### config.mk
export PLATFORM = sky130hd
export DESIGN_NAME = hazard_stall_controller
export DESIGN_NICKNAME = d
export VERILOG_FILES = /design/src/rtl/hazard_stall_controller.sv
export SDC_FILE = /design/constraint.sdc
export NUM_CORES = 1
export LEC_CHECK = 0
export ABC_AREA = 1
export BUFFER_PORTS_ARGS = -buffer_cell sky130_fd_sc_hd__buf_4
export CAP_MARGIN = 20
export CORE_MARGIN = 2
export CORE_UTILIZATION = 45
export CTS_CLUSTER_DIAMETER = 120
export CTS_CLUSTER_SIZE = 24
export DETAILED_ROUTE_END_ITERATION = 12
export PLACE_DENSITY = 0.68
export SETUP_SLACK_MARGIN = 0.5
export SLEW_MARGIN = 20
export SYNTH_ARGS = -nofsm -noshare
export SYNTH_HDL_FRONTEND = slang
export SYNTH_SLANG_ARGS = --single-unit
### constraint.sdc
create_clock -name clk -period 2.9 [get_ports clk]
set_input_delay 0.145 -clock clk [delete_from_list [all_inputs] [get_ports clk]]
set_output_delay 0.145 -clock clk [all_outputs]
set_load 0.1 [all_outputs]
### src/rtl/hazard_stall_controller.sv
// Hazard stall controller for a 5-stage pipeline.
// Covers the hazards operand forwarding cannot resolve: load-use stalls,
// taken-branch flushes and a whole-pipeline freeze while data memory is
// busy (with a watchdog that latches a sticky fault). Also keeps
// saturating stall/flush event counters for performance debug.
//
// Control outputs are combinational from the current state and inputs.
// State and counters update on the rising clock edge. state_dbg exposes
// the FSM state (0 = RUN, 1 = MEM_WAIT, 2 = FAULT) for checkers.
module hazard_stall_controller #(
    parameter int MEM_TIMEOUT = 64,
    parameter int WAIT_W      = 8,
    parameter int CNT_W       = 16
) (
    input  logic             clk,
    input  logic             rst_n,
    input  logic [4:0]       rs1_id,
    input  logic [4:0]       rs2_id,
    input  logic             uses_rs1_id,
    input  logic             uses_rs2_id,
    input  logic [4:0]       rd_ex,
    input  logic             MemRead_ex,
    input  logic             branch_taken_ex,
    input  logic             dmem_req_mem,
    input  logic             dmem_ready,
    output logic             pc_write,
    output logic             ifid_write,
    output logic             ifid_flush,
    output logic             idex_flush,
    output logic             pipe_freeze,
    output logic             mem_timeout,
    output logic [CNT_W-1:0] stall_count,
    output logic [CNT_W-1:0] flush_count,
    output logic [1:0]       state_dbg
);

    typedef enum logic [1:0] {
        RUN      = 2'd0,
        MEM_WAIT = 2'd1,
        FAULT    = 2'd2
    } state_t;

    localparam logic [WAIT_W-1:0] TIMEOUT_V = WAIT_W'(MEM_TIMEOUT);

    state_t             state_q;
    logic [WAIT_W-1:0]  wait_q;
    logic [WAIT_W-1:0]  wait_d;
    logic [CNT_W-1:0]   stall_q;
    logic [CNT_W-1:0]   flush_q;
    logic               timeout_q;

    logic mem_wait;
    logic load_use;
    logic freeze_c;
    logic flush_ev;
    logic stall_ev;

    // Hazard detection and the action chosen this cycle, before reset gating.
    always_comb begin
        mem_wait = dmem_req_mem & ~dmem_ready;
        load_use = MemRead_ex & (rd_ex != 5'd0) &
                   ((uses_rs1_id & (rd_ex == rs1_id)) |
                    (uses_rs2_id & (rd_ex == rs2_id)));
        wait_d   = wait_q + WAIT_W'(1);
        freeze_c = 1'b0;
        flush_ev = 1'b0;
        stall_ev = 1'b0;
        // FAULT freezes unconditionally; otherwise a memory wait wins and
        // holds any branch or load-use until the freeze releases. A branch
        // flushes the ID instruction, so a simultaneous load-use is moot.
        if (state_q == FAULT || mem_wait) begin
            freeze_c = 1'b1;
        end else if (branch_taken_ex) begin
            flush_ev = 1'b1;
        end else if (load_use) begin
            stall_ev = 1'b1;
        end
    end

    // Pipeline control outputs; reset forces the default (running) values.
    always_comb begin
        pc_write    = 1'b1;
        ifid_write  = 1'b1;
        ifid_flush  = 1'b0;
        idex_flush  = 1'b0;
        pipe_freeze = 1'b0;
        if (rst_n) begin
            if (freeze_c) begin
                pipe_freeze = 1'b1;
                pc_write    = 1'b0;
                ifid_write  = 1'b0;
            end else if (flush_ev) begin
                ifid_flush  = 1'b1;
                idex_flush  = 1'b1;
            end else if (stall_ev) begin
                pc_write    = 1'b0;
                ifid_write  = 1'b0;
                idex_flush  = 1'b1;
            end
        end
    end

    // FSM, wait watchdog and saturating event counters.
    always_ff @(posedge clk or negedge rst_n) begin
        if (!rst_n) begin
            state_q   <= RUN;
            wait_q    <= '0;
            stall_q   <= '0;
            flush_q   <= '0;
            timeout_q <= 1'b0;
        end else begin
            case (state_q)
                FAULT: begin
                    // Sticky until reset; memory readiness is ignored.
                    timeout_q <= 1'b1;
                end
                default: begin
                    if (mem_wait) begin
                        wait_q <= wait_d;
                        if (state_q == MEM_WAIT && wait_d == TIMEOUT_V) begin
                            state_q   <= FAULT;
                            timeout_q <= 1'b1;
                        end else begin
                            state_q <= MEM_WAIT;
                        end
                    end else begin
                        state_q <= RUN;
                        wait_q  <= '0;
                        if (flush_ev && flush_q != '1) begin
                            flush_q <= flush_q + CNT_W'(1);
                        end
                        if (stall_ev && stall_q != '1) begin
                            stall_q <= stall_q + CNT_W'(1);
                        end
                    end
                end
            endcase
        end
    end

    assign mem_timeout = timeout_q;
    assign stall_count = stall_q;
    assign flush_count = flush_q;
    assign state_dbg   = state_q;

endmodule

# Word level (Yosys, flattened, before mapping)
# Cells that the tools add are included.
# totals
reg_bits	43
elab_cells	59
out_inout_bits	40
# op_classes
n_bitwise	9
reduce_logical	10
addsub	3
muxes	25
n_eq_ne	7
# ops
op	n
16-bit by 1-bit adder with 16-bit output (second input constant)	2
16-bit != test (second input constant)	2
1-bit two-way mux	22
5-bit == test	2
8-bit by 1-bit adder with 8-bit output (second input constant)	1
8-bit by 7-bit == test with 1-bit output (second input constant)	1
8-bit two-way mux	1
3-bit AND reduction	2
1-bit AND	5
5-bit nonzero test	1
2-bit two-way mux	2
2-bit nonzero test	2
1-bit logical AND	3
1-bit NOT	3
2-bit by 1-bit == test with 1-bit output (second input constant)	1
2-bit == test (second input constant)	1
2-bit AND reduction	1
1-bit logical OR	1
1-bit bitwise OR	1

# Logic depth before layout (Yosys ltp)
# Gate-level depths: netlist (run 1).
# depth
depth_word	11
depth_mapped	11

# Least setup slack after synthesis (run 1)
# No wires, ideal clock.
# synth_path
path_kind	register to output
startpoint	register state_q[1], in the netlist state_dbg[1]
endpoint	output port pc_write
arrival_ps	4177
slack_ps	-1422
stages_incl_launch_ff	7
path_cell_list	dfrtp_1 nand2_4 nand2_4 inv_2 nor2_1 a31oi_1 buf_4
# synth_between
elab_chain_cells	7
# synth_rtl
element	line	source
start: declaration	45	state_t state_q;
start signal: assignment	106	state_q <= RUN;
start signal: assignment	121	state_q <= FAULT;
start signal: assignment	124	state_q <= MEM_WAIT;
2-bit == test (*)	71	if (state_q == FAULT || mem_wait) begin
1-bit logical OR (*)	71	
1-bit two-way mux	71	
1-bit two-way mux (2 in a row)	-	
1-bit two-way mux (*) (2 in a row)	-	
end: declaration	26	output logic pc_write,
# Every way passes the cells marked *; elsewhere a longest branch is shown, timed or not.

# Worst setup path in the final report (run 1)
# layout_path
startpoint	register stall_q[0], in the netlist stall_count[0]
endpoint	register stall_q[4], in the netlist stall_count[4]
# layout_between
elab_chain_cells	3
# layout_rtl
element	line	source
start: declaration	48	logic [CNT_W-1:0] stall_q;
start signal: assignment	133	stall_q <= stall_q + CNT_W'(1);
parallel branches: the longest is 3 deep, another holds 16-bit by 1-bit adder with 16-bit output	-	
# Parallel ways; which one is timed is not known.
# A chain may end at the register's enable or synchronous reset.

==> results of run 1 <==
==> synth_stat cells, drive strengths merged <==
cell    instances  share of area
nand2         120           0.17
inv            62          0.084
nor2           46          0.069
dfrtp          43           0.39
nand3          26          0.052
o21ai          24          0.057
xor2           15          0.047
xnor2          10          0.032
nand4           8          0.018
nor3            8          0.014
buf             6          0.020
ha              4          0.018
a21oi           3         0.0054
o22ai           2         0.0045
a21boi          1         0.0027
a31oi           1         0.0023
a32o            1         0.0036
nand3b          1         0.0027
o21bai          1         0.0027
==> metal layers <==
metal	global-route usage	part of all wire
met5	0	0
met4	0.0567	0.0068
met3	0.0511	0.058
met2	0.285	0.45
met1	0.247	0.48
==> sequential cells by signal, indices dropped and copies added, names as in the netlist <==
signal	count
state_dbg	2
flush_count	16
wait_q	8
mem_timeout	1
stall_count	16
==> path summary, 6_finish.rpt <==
check | startpoint | endpoint | slack (ns) | cells past startpoint
max | stall_count[0] | stall_count[4] | 0.83 | 9
min | MemRead_ex | stall_count[12] | 0.29 | 5
max reg2reg | stall_count[0] | stall_count[4] | 0.83 | 9
min reg2reg | mem_timeout | mem_timeout | 0.48 | 2
max in group asynchronous | rst_n | state_dbg[1] | 1.99 | 3
min in group asynchronous | rst_n | wait_q[2] | 0.49 | 3
==> layout make-up <==
cell class	count	share of cell area
repair buffers	64	0.142
inverters	62	0.0683
multi-input cells	271	0.422
clock inverters	1	0.00147
flip-flops and latches	43	0.317
well taps	75	0.0275
clock buffers	7	0.0224
==> logic make-up after synthesis <==
logic type | synth area share
AO/OA/AOI/OAI | 0.0782
XOR/XNOR | 0.0791
adder cells (fa/ha/maj) | 0.0181
buffers and inverters | 0.104
flip-flops | 0.389
AND/OR/NAND/NOR | 0.331
==> what timing repair did <==
item | 4_1_cts | 5_1_grt
setup endpoints to repair | 0 | 0
endpoints found under the hold margin | 43 | 0
hold buffers | 1 | 0
==> stage by stage <==
stage	cell area, µm²	utilization
final	3410	0.575
after global routing	3410	0.575
after CTS	3410	0.575
after detailed placement	3320	0.560
after global placement	3320	0.560
after floorplan	2810	-
==> power groups by stage <==
stage               Clock (mW)  Combinational [mW]  Sequential [mW]
floorplan                    0               0.207             1.23
global route             0.405               0.907            0.793
global placement             0               0.857            0.784
CTS                      0.381               0.865            0.775
detailed placement           0               0.863            0.785
finish                   0.369               0.857            0.774
==> worst max-delay path: stages, from the launching register on <==
cell and delay, ns:
dfrtp_1 0.44, ha_1 0.26, nand2_2 0.12, nor2_4 0.06, nand2_2 0.08, nor2_1 0.04
nand2_1 0.09, nand3_2 0.53, nand2_1 0.26, o21ai_2 0.07
==> flow_summary.toml, run 1 <==
[power]
power_mw = 2.00
p_sw_uw = 967
powerDensity_nw_per_um2 = 587
leakage_nw = 1.67
p_clk_frac = 0.185
vdd.ir_drop.worst_mv = 1.07
p_sw_frac = 0.483
combPwrFrac = 0.428
intPower_mw = 1.03
seqPwrFrac = 0.387

[route]
dr.pass1.iters = 4
ant_nets = 0
via_per_inst = 4.73
routedWlPerCell_um = 11.2
drtIter0Drc = 92
wl_um = 5870
drcViolationCount = 0
vias = 2474

[global_routing]
track_usage = 0.183
grt_max_degree = 45
grt_first_pass_wirelength_um = 9690
grt_remaining_overflow = 0
grt_pass1_vias = 2250
antenna_found_initial = 0

[yosys]
ys_types = 30
syn-num-nets = 409
syn_area_um2 = 2770
synth-seq-cells = 43
synth-seq-area-share = 0.389
syn_avg_cell_area_um2 = 7.24
synthCells = 382
synth_warnings = 0

[placed_design]
io_buffers = 62
place_ws_ns = 0.846
post-dp-hpwl_um = 4520
dp.cells = 514
gp_congestion = 0.794

[cells_and_area]
multiInputGateArea_um2 = 1440
num_antenna_cells = 0
synthToLayoutAreaGrowth_pct = 23.2
layout-drive-gt1-share = 0.237
seqCellArea_um2 = 1080
final_cell_mix = "nand2_1, buf_4, inv_1"
instances_no_fill = 523
nets = 474
layout_commonest_cell = "nand2_1"
fill_cells = 583

[clocking]
cts_htree_levels = 2
postCtsSetupBuffers = 0
clk_pin_slew_worst_paths_ns = 0.08
clk_latency_ns = 0.29
clock_sinks = 43
root_buffer = "clkbuf_8"
cts_buffers = 5
ctsResizeCount = 0
clk_path_buf_depth = 2
cts_tree = "yes"

[flow_run]
maxCapViolations = 0

[floorplanning]
start_util = 0.467
die-area_um2 = 6790
core_um2 = 5920
die_w_um = 82.4
num_io_pins = 63
row_count = 28
fp.dieH_um = 82.4

[sta]
finClkSkew_ns = 0.00785
fmax_mhz = 483
finalSetupTns_ns = 0
setup_ws_ns = 0.830
timing.final.crit_share = 0.714
setup-violations-final = 0
slew_headroom = 0.553
hold_ws_ns = 0.288
rsz0062_at_grt = "no"
slew_viol_final = 0
tightest_slew_ns = 0.670
min_period_ns = 2.07
hold_violations = 0

[worst_setup_path]
arrival_ns = 2.23
cp-start-kind = "flip-flop"
worstPathMaxFanout = 29
cp-end-kind = "flip-flop"
critPathKind = "reg2reg"
worstPathRequired_ns = 3.06

[run_status]
outcome = "complete, no violations"

[hold_path]
hold_path.class = "in2reg"
Power figures use the tool's default switching activity.
==> run 2, diff against run 1 <==
Settings changed: PLACE_DENSITY 0.68 to 0.71.
Clock period 2.9 ns to 1.8 ns, I/O delays scaled along.
==> flow_summary.toml, run 2 (synthesis results as in run 1) <==
[sta]
fmax_mhz = 562
slew_headroom = 0.621
hold_violations = 0
finalSetupTns_ns = 0
slew_viol_final = 0
finClkSkew_ns = 0.00974
setup_ws_ns = 0.0197
setup-violations-final = 0
min_period_ns = 1.78
timing.final.crit_share = 0.989
rsz0062_at_grt = "yes"
tightest_slew_ns = 0.569

[worst_setup_path]
cp-start-kind = "flip-flop"
critical_path_depth = 6
critPathSlowestCell = "dfrtp_4"
critPathKind = "reg2out"
crit_buf_inv = 2
rr_endpoint = "stall_count[2]"
worstPathRequired_ns = 1.71
path_cells = "nand2_8, nand2_4, nor2_1, inv_2, a21oi_4, buf_12"
reg2reg_slack_ns = 0.15
cpPeakStageDelay_ns = 0.52
reg2reg_from = "state_dbg[1]"
cp-end-kind = "output port"
crit_family = "flip-flops"
arrival_ns = 1.69
cp-endpoint = "idex_flush"
crit_path_start = "state_dbg[1]"
worstPathMaxFanout = 3
r2r_cells = 10

[power]
vdd.ir_drop.worst_mv = 1.22
leakage_nw = 2.03
powerDensity_nw_per_um2 = 900

[run_status]
outcome = "complete, no violations"

[global_routing]
grt_max_degree = 44
use_met2 = 0.379
gr-usage-met1 = 0.291
antenna_found_initial = 0
grt_remaining_overflow = 0
grt_pass1_vias = 2598
top_usage_layer = "met2"
track_usage = 0.227
grt_first_pass_wirelength_um = 11800
grt_use_met3 = 0.0533

[placed_design]
dpl_cell_area_um2 = 3500
post-dp-hpwl_um = 4600
place_ws_ns = 0.134
io_buffers = 62
gp_congestion = 0.820
dp.cells = 517

[cells_and_area]
nets = 514
fill_cells = 407
synthToLayoutAreaGrowth_pct = 57.4
layout-drive-gt1-share = 0.471
finalInstanceArea_um2 = 4360
num_antenna_cells = 0
instances_no_fill = 563
finish.utilization = 0.736
layout_commonest_cell = "nand2_1"
final_cell_mix = "nand2_1, buf_4, inv_1"

[route]
ant_nets = 0
routedWlPerCell_um = 14.1
dr.pass1.iters = 4
drcViolationCount = 0
vias = 2810
via_per_inst = 4.99
wl_um = 7940
drtIter0Drc = 180

[floorplanning]
row_count = 28
start_util = 0.467
die-area_um2 = 6790
die_w_um = 82.4
fp.dieH_um = 82.4
core_um2 = 5920
num_io_pins = 63

[clocking]
clock_sinks = 43
clk_pin_slew_worst_paths_ns = 0.09
root_buffer = "clkbuf_8"
cts_tree = "yes"
clk_latency_ns = 0.30
cts_htree_levels = 2
clk_path_buf_depth = 2
cts_buffers = 5

[flow_run]
maxCapViolations = 0

[hold_path]
hold_path.class = "in2reg"
[run 2: changes by cell type in the layout (fill, tap and decap cells not counted), sizes merged]
cell	before	now
buf	63	102
clkbuf	7	5
clkinv	1	4
clkinvlp	0	1
inv	62	61
[run 2: final cells by class]
| class | instances | area (µm²) | share of cell area |
|---|---|---|---|
| Tap cell | 75 | 93.8 | 0.0215 |
| Timing Repair inverter | 1 | 7.51 | 0.00172 |
| Clock inverter | 3 | 15.0 | 0.00345 |
| Inverter | 62 | 255 | 0.0586 |
| Multi-Input combinational cell | 271 | 1760 | 0.404 |
| Sequential cell | 43 | 1160 | 0.266 |
| Timing Repair Buffer | 103 | 998 | 0.229 |
| Clock buffer | 5 | 68.8 | 0.0158 |
[run 2: through the flow]
stage / hold slack [ns] / power [mW]
floorplan: -0.206 / 2.47
global placement: 0.281 / 2.77
detailed placement: 0.283 / 2.80
CTS: 0.247 / 3.69
global route: 0.316 / 4.10
finish: 0.285 / 3.92
[run 2: timing repair]
action,in CTS,in global routing
gates resized for setup,54,45
pin swaps,17,14
gates cloned,4,0
hold endpoints to repair,43,0
setup endpoints to repair,40,51
hold buffers,1,0
setup buffers,25,8
[run 2: where the power goes]
group | internal [mW] | switching, mW | total, mW
clock network | 0.266 | 0.344 | 0.610
registers | 1.15 | 0.200 | 1.35
logic | 0.648 | 1.31 | 1.96
total | 2.06 | 1.86 | 3.92
[run 2: worst min path at each step]
stage / endpoint / slack (ns) / from / cells past startpoint
5_1_grt: state_dbg[0] / 0.32 / dmem_req_mem / 4
2_1_floorplan: flush_count[10] / -0.21 / rst_n / 0
3_5_place_dp: state_dbg[0] / 0.28 / rst_n / 2
4_1_cts: state_dbg[0] / 0.25 / dmem_ready / 5
6_report: state_dbg[0] / 0.29 / dmem_ready / 5
3_3_place_gp: flush_count[9] / 0.28 / rst_n / 2
[run 2: layer usage]
layer,part of all wire,up-vias,wire length (µm)
met5,0,-,0
met4,0.017,0,138
met3,0.052,15,409
met2,0.50,83,3940
met1,0.43,1312,3450
li1,-,1400,-
[run 2: worst reg2reg max path, delay by kind of cell, from the launching register on]
| kind | cells | cell delay (ns) |
|---|---|---|
| flip-flops | 1 | 0.52 |
| AO/OA/AOI/OAI | 1 | 0.05 |
| AND/OR/NAND/NOR | 6 | 0.55 |
| buffers and inverters | 3 | 0.42 |
==> run 3, diff against run 2 <==
Settings changed: CORE_MARGIN 2 to 1.
==> flow_summary.toml, run 3 (synthesis results as in run 1) <==
[sta]
slew_viol_final = 0
slew_headroom = 0.632
hold_violations = 0
setup_ws_ns = 0.00354
finClkSkew_ns = 0.00720
setup-violations-final = 0
tightest_slew_ns = 0.552
timing.final.crit_share = 0.998
hold_ws_ns = 0.246
min_period_ns = 1.80
finalSetupTns_ns = 0
rsz0062_at_grt = "yes"
fmax_mhz = 557

[floorplanning]
row_count = 28
die-area_um2 = 6460
core_um2 = 5920
num_io_pins = 63
fp.dieH_um = 80.4
die_w_um = 80.4
start_util = 0.467

[route]
ant_nets = 0
drtIter0Drc = 138
via_per_inst = 4.95
drcViolationCount = 0
routedWlPerCell_um = 13.0
dr.pass1.iters = 5
vias = 2744
wl_um = 7220

[global_routing]
grt_max_degree = 44
grt_remaining_overflow = 0
grt_pass1_vias = 2465
grt_first_pass_wirelength_um = 11300
track_usage = 0.226
antenna_found_initial = 0

[worst_setup_path]
worstPathMaxFanout = 7
arrival_ns = 1.98
worstPathRequired_ns = 1.99
cp-start-kind = "flip-flop"
cp-end-kind = "flip-flop"
critPathKind = "reg2reg"

[clocking]
cts_buffers = 5
cts_htree_levels = 2
root_buffer = "clkbuf_8"
cts_tree = "yes"
clk_pin_slew_worst_paths_ns = 0.09
clk_path_buf_depth = 2
clock_sinks = 43
clk_latency_ns = 0.30

[placed_design]
io_buffers = 62
dp.cells = 516
gp_congestion = 0.871
place_ws_ns = 0.107
dpl_cell_area_um2 = 3500
post-dp-hpwl_um = 4650

[power]
power_mw = 3.79
leakage_nw = 1.88
powerDensity_nw_per_um2 = 920
vdd.ir_drop.worst_mv = 1.25

[cells_and_area]
synthToLayoutAreaGrowth_pct = 48.8
layout-drive-gt1-share = 0.434
nets = 505
finish.utilization = 0.695
instances_no_fill = 554
final_cell_mix = "nand2_1, buf_4, inv_1"
finalInstanceArea_um2 = 4120
layout_commonest_cell = "nand2_1"
num_antenna_cells = 0

[hold_path]
hold_path.class = "in2reg"

[flow_run]
maxCapViolations = 0

[run_status]
outcome = "complete, no violations"
[run 3: worst paths after layout]
check | startpoint | cells after the start | slack [ns] | to
worst max-delay path | state_dbg[1] | 12 | 0.004 | stall_count[9]
worst min-delay path | dmem_ready | 5 | 0.25 | state_dbg[0]
worst max register to register | state_dbg[1] | 12 | 0.004 | stall_count[9]
worst min register to register | mem_timeout | 2 | 0.51 | mem_timeout
max in group asynchronous | rst_n | 3 | 0.86 | state_dbg[0]
min in group asynchronous | rst_n | 3 | 0.53 | state_dbg[1]
[run 3: what timing repair did]
item	CTS	global route
endpoints found under the setup margin	42	49
cloned	1	2
setup buffers	21	5
pin swaps	11	9
gates resized for setup	42	20
hold buffers	1	0
endpoints found under the hold margin	43	0
[run 3: cell type report]
type                            instances  area, µm²
Clock inverter                          3       43.8
Timing Repair Buffer                   94        848
Tap cell                               75       93.8
Sequential cell                        43       1160
Timing Repair inverter                  1       7.51
Clock buffer                            5       68.8
Fill cell                             470       1810
Multi-Input combinational cell        271       1650
Inverter                               62        243
[run 3: metal layers]
layer  vias up  GRT usage  share of wire
met5         -          0              0
met4         0     0.0679         0.0080
met2        76      0.368           0.48
met1      1288      0.306           0.46
met3         6     0.0352          0.050
li1       1374          -              -
[run 3: worst max-delay path: stages, from the launching register on]
cell and delay, ns:
dfrtp_4 0.51, nand2_8 0.07, nand2_4 0.05, inv_4 0.07, nand3_4 0.07, nor2_4 0.17, buf_6 0.13, buf_6 0.08
buf_6 0.09, nand3_4 0.11, clkbuf_16 0.22, nand2_2 0.05, o21ai_1 0.05
[run 3: where the power goes]
group / switching [mW] / internal [mW]
clock network: 0.346 / 0.413
logic: 1.23 / 0.491
registers: 0.164 / 1.15
total: 1.74 / 2.05
